$ cat config.mk
export PLATFORM = sky130hd
export DESIGN_NAME = debug_cmd_rx
export DESIGN_NICKNAME = d
export VERILOG_FILES = /design/src/rtl/debug_cmd_rx.sv
export SDC_FILE = /design/constraint.sdc
export NUM_CORES = 1
export LEC_CHECK = 0
export ABC_AREA = 1
export ABC_CLOCK_PERIOD_IN_PS = 2100
export CAP_MARGIN = 20
export CORE_MARGIN = 8
export CORE_UTILIZATION = 31
export DETAILED_ROUTE_END_ITERATION = 8
export GPL_TIMING_DRIVEN = 0
export SYNTH_ARGS = -nofsm -noshare
export SYNTH_HDL_FRONTEND = slang
export SYNTH_SLANG_ARGS = --single-unit
$ cat constraint.sdc
create_clock -name clk -period 2.1 [get_ports clk]
set_input_delay 0.42 -clock clk [delete_from_list [all_inputs] [get_ports clk]]
set_output_delay 0.42 -clock clk [all_outputs]
set_load 0.005 [all_outputs]
$ cat src/rtl/debug_cmd_rx.sv
// Debug link receiver: 8N1 UART deserializer feeding a single-letter command parser (halt/continue/step/breakpoint).
// Commands take effect one cycle after rx_valid; no backpressure, each byte is consumed as it arrives.
module debug_cmd_rx #(
  parameter int CLKS_PER_BIT = 868
) (
  input  logic        clk,
  input  logic        reset_n,
  input  logic        rx,
  input  logic [15:0] pc,
  output logic        halt,
  output logic        step,
  output logic        bp_en,
  output logic [15:0] bp_addr,
  output logic [7:0]  rx_byte,
  output logic        rx_valid,
  output logic        cmd_err
);

  localparam int CW = (CLKS_PER_BIT > 1) ? $clog2(CLKS_PER_BIT) : 1;
  localparam logic [CW-1:0] BIT_LAST  = CW'(CLKS_PER_BIT - 1);
  localparam logic [CW-1:0] HALF_LAST = CW'(CLKS_PER_BIT / 2 - 1);

  typedef enum logic [1:0] {R_IDLE, R_START, R_DATA, R_STOP} rx_state_t;
  typedef enum logic [1:0] {P_IDLE, P_HEX, P_TERM} p_state_t;

  rx_state_t       r_state;
  p_state_t        p_state;
  logic            rx_s1, rx_s2, rx_prev;
  logic [1:0]      sync_fill;
  logic [CW-1:0]   cnt;
  logic [2:0]      bit_idx;
  logic [7:0]      shift;
  logic            frm_err, syn_err;
  logic [15:0]     hex_sh;
  logic [2:0]      digits;
  logic [15:0]     pc_q;
  logic            bp_match;

  function automatic logic is_hex(input logic [7:0] c);
    return (c >= 8'h30 && c <= 8'h39) || (c >= 8'h41 && c <= 8'h46) ||
           (c >= 8'h61 && c <= 8'h66);
  endfunction

  function automatic logic [3:0] hex_val(input logic [7:0] c);
    return (c <= 8'h39) ? c[3:0] : c[3:0] + 4'd9;
  endfunction

  // rx_prev stays low until the synchronizer holds real line samples, so a
  // line that is already low at reset release is not taken as a start edge.
  always_ff @(posedge clk or negedge reset_n) begin
    if (!reset_n) begin
      rx_s1     <= 1'b1;
      rx_s2     <= 1'b1;
      sync_fill <= 2'b00;
      rx_prev   <= 1'b0;
      r_state   <= R_IDLE;
      cnt       <= '0;
      bit_idx   <= 3'd0;
      shift     <= 8'h00;
      rx_byte   <= 8'h00;
      rx_valid  <= 1'b0;
      frm_err   <= 1'b0;
    end else begin
      rx_s1     <= rx;
      rx_s2     <= rx_s1;
      sync_fill <= {sync_fill[0], 1'b1};
      rx_prev   <= sync_fill[1] & rx_s2;
      rx_valid  <= 1'b0;
      frm_err   <= 1'b0;
      case (r_state)
        R_IDLE: begin
          if (rx_prev && !rx_s2) begin
            r_state <= R_START;
            cnt     <= '0;
          end
        end
        R_START: begin
          if (cnt == HALF_LAST) begin
            cnt <= '0;
            if (rx_s2) begin
              r_state <= R_IDLE;
            end else begin
              r_state <= R_DATA;
              bit_idx <= 3'd0;
            end
          end else begin
            cnt <= cnt + CW'(1);
          end
        end
        R_DATA: begin
          if (cnt == BIT_LAST) begin
            cnt     <= '0;
            shift   <= {rx_s2, shift[7:1]};
            bit_idx <= bit_idx + 3'd1;
            if (bit_idx == 3'd7) r_state <= R_STOP;
          end else begin
            cnt <= cnt + CW'(1);
          end
        end
        R_STOP: begin
          if (cnt == BIT_LAST) begin
            cnt     <= '0;
            r_state <= R_IDLE;
            if (rx_s2) begin
              rx_byte  <= shift;
              rx_valid <= 1'b1;
            end else begin
              frm_err  <= 1'b1;
            end
          end else begin
            cnt <= cnt + CW'(1);
          end
        end
        default: r_state <= R_IDLE;
      endcase
    end
  end

  // Edge-qualified so that continuing from a breakpoint does not re-halt.
  assign bp_match = bp_en & (pc == bp_addr) & (pc != pc_q);

  always_ff @(posedge clk or negedge reset_n) begin
    if (!reset_n) begin
      p_state <= P_IDLE;
      hex_sh  <= 16'h0000;
      digits  <= 3'd0;
      halt    <= 1'b0;
      step    <= 1'b0;
      bp_en   <= 1'b0;
      bp_addr <= 16'h0000;
      syn_err <= 1'b0;
      pc_q    <= 16'h0000;
    end else begin
      pc_q    <= pc;
      step    <= 1'b0;
      syn_err <= 1'b0;
      if (rx_valid) begin
        case (p_state)
          P_IDLE: begin
            case (rx_byte)
              8'h48, 8'h68: halt  <= 1'b1;
              8'h43, 8'h63: halt  <= 1'b0;
              8'h53, 8'h73: step  <= halt;
              8'h58, 8'h78: bp_en <= 1'b0;
              8'h42, 8'h62: begin
                hex_sh  <= 16'h0000;
                digits  <= 3'd0;
                p_state <= P_HEX;
              end
              8'h20, 8'h0D, 8'h0A: ;
              default: syn_err <= 1'b1;
            endcase
          end
          P_HEX: begin
            if (is_hex(rx_byte)) begin
              hex_sh <= {hex_sh[11:0], hex_val(rx_byte)};
              digits <= digits + 3'd1;
              if (digits == 3'd3) p_state <= P_TERM;
            end else begin
              syn_err <= 1'b1;
              p_state <= P_IDLE;
            end
          end
          P_TERM: begin
            if (rx_byte == 8'h0D || rx_byte == 8'h0A) begin
              bp_addr <= hex_sh;
              bp_en   <= 1'b1;
            end else begin
              syn_err <= 1'b1;
            end
            p_state <= P_IDLE;
          end
          default: p_state <= P_IDLE;
        endcase
      end
      // Breakpoint hit overrides a same-cycle continue.
      if (bp_match) halt <= 1'b1;
    end
  end

  assign cmd_err = frm_err | syn_err;

endmodule
==> reports/metrics.cfg <==
[run_status]
status = finished, final reports clean

[route]
viasPerCell = 4.50
firstDrtPassIters = 5
postRouteAntennaNets = 0
vias = 3828
drt-initial-drc-count = 148
drt_wl_total_mm = 10.4
remaining_drc_errors = 0
post_drt_wl_per_cell_um = 12.2

[placed_design]
place_ws_ns = 0.225
gp_congestion = 0.810
place_inst = 835
hpwl_mm = 7.64
portBuffers = 47
place_area_mm2 = 0.00545

[grt]
grt_max_degree = 65
antenna_found_initial = 0
grt_first_pass_wirelength_mm = 18.3
grt_pass1_vias = 3788
grt.total_usage = 0.116
overflow = 0

[clock_tree]
worstSkewPairLatency_ns = 0.35
cts_tree = done
htree_levels = 3
cts.clk_slew.worst_paths_ns = 0.06
cts-root-buf = clkbuf_16
ctsHoldBuffers = 0
numCtsBuffers = 9
clockBufferDepth = 2
clkSinkCount = 95

[worst_setup_path]
start_kind = flop
arrival_ns = 1.46
crit_start = syn_err
cp_max_fo = 1
r2r_start = rx_byte[0]
crit_required_ns = 1.68
end_kind = output port
worst-setup-path-type = flop to output port

[sta]
fmax_mhz = 532
hold_violations = 0
whs_ns = 0.0158
rsz0062_at_grt = no
fin_crit_sh = 0.894
tns_ns = 0
final.setup.worst_slack_ns = 0.222
setup_viol = 0
fin_skew_ns = 0.00916
min_period_ns = 1.88
slew_violations = 0

[final_layout]
final_util = 0.382
area_growth_pct = 21.8
num-nets-final = 688
num_antenna_cells = 0
mostFrequentLayoutCells = nand2_1, dfrtp_1, inv_1
final_common_cell = nand2_1
fin_cells = 851
fin_area_mm2 = 0.00575
drive_gt1_frac = 0.0754

[power]
vdd_drop_max_uv = 495
p_switching_mw = 1.15
seqPwrFrac = 0.478
cellPowerDensity_mw_per_mm2 = 726
p_leak_nw = 2.87
p_clk_frac = 0.398
combinationalPowerShare = 0.125
p_int_mw = 3.02
power_mw = 4.17
swShare = 0.277

[synth]
syn-mean-instance-area_um2 = 7.88
synthCells = 599
synth_cell_types = 30
synth_fp_nets = 629
synth.ff_latch_count = 95
yosysWarningCount = 0
yosysSeqAreaShare = 0.504
synth_area_mm2 = 0.00472

[floorplanning]
coreArea_mm2 = 0.0150
placementRows = 45
die_height_um = 139
die-area_mm2 = 0.0194
die_w_um = 139
start_util = 0.314
ios = 48

[min_path]
holdCritPathClass = input pin to asynchronous set/reset pin

[flow_run]
maxCapViolations = 0

[final cells by class]
type,instances,area [um2]
Buffer,11,78.8
Tap cell,188,235
Clock buffer,10,229
Multi-Input combinational cell,406,1930
Fill cell,1552,9290
Timing Repair Buffer,48,495
Sequential cell,95,2380
Inverter,87,327
Clock inverter,6,68.8
[synthesized netlist by cell type (all sizes together)]
cell type  number  area share
a31oi           2      0.0027
nor3            6      0.0085
o31ai           1      0.0016
o22ai           4      0.0053
nand2         198        0.16
ha             11       0.029
inv            87       0.069
dfstp           2       0.011
xnor2           4      0.0074
or2             2      0.0027
nor2           60       0.049
nand4           9       0.012
nand3          43       0.050
xor2           14       0.026
dfrtp          93        0.49
a21oi          13       0.015
buf            11       0.017
conb            1     0.00079
o21ai          38       0.040
[cell families after synthesis]
| group | count (synthesis) | synth area share |
|---|---|---|
| flip-flops | 95 | 0.504 |
| adder cells (fa/ha/maj) | 11 | 0.0292 |
| other | 1 | 0.000795 |
| AND/OR/NAND/NOR | 318 | 0.282 |
| XOR/XNOR | 18 | 0.0334 |
| buffers and inverters | 98 | 0.0859 |
| AO/OA/AOI/OAI | 58 | 0.0644 |
[repair_timing]
item,CTS,global route
setup buffers,0,0
setup endpoints to repair,0,4
gates resized for setup,0,1
[power by group through the flow]
stage | logic (mW) | registers, mW | clock network, mW
finish | 0.520 | 1.99 | 1.66
detailed placement | 0.530 | 2.03 | 0
global placement | 0.519 | 2.02 | 0
floorplan | 0.353 | 2.00 | 0
global route | 0.617 | 2.00 | 1.79
CTS | 0.531 | 1.99 | 1.72
[critical path, cell delays in order, from the launching register on]
cell and delay [ns]:
dfrtp_1 0.36, or2_2 0.30, clkdlybuf4s50_1 0.45
[state kept, by name (all words and copies together) (netlist names), 3 cells and up, named ones only]
register / cells
bp_addr: 16
hex_sh: 16
pc_q: 16
cnt: 10
rx_byte: 8
shift: 8
bit_idx: 3
digits: 3
[routing by layer]
metal  global-route usage  vias to the layer above  part of all wire
met5                    0                        -                 0
met2                0.177                       55              0.45
met3               0.0321                       14             0.039
li1                     -                     1985                 -
met1                0.152                     1774              0.50
met4               0.0462                        0             0.016
[worst paths after layout]
kind / to / slack, ns / depth (start not counted)
max: cmd_err / 0.22 / 2
min: rx_prev / 0.02 / 1
max reg2reg: hex_sh[0] / 0.28 / 11
min reg2reg: sync_fill[1] / 0.35 / 0
max in group asynchronous: pc_q[11] / 1.43 / 2
min in group clk: sync_fill[1] / 0.35 / 0
Note: power is estimated with default switching activity, not from simulation.
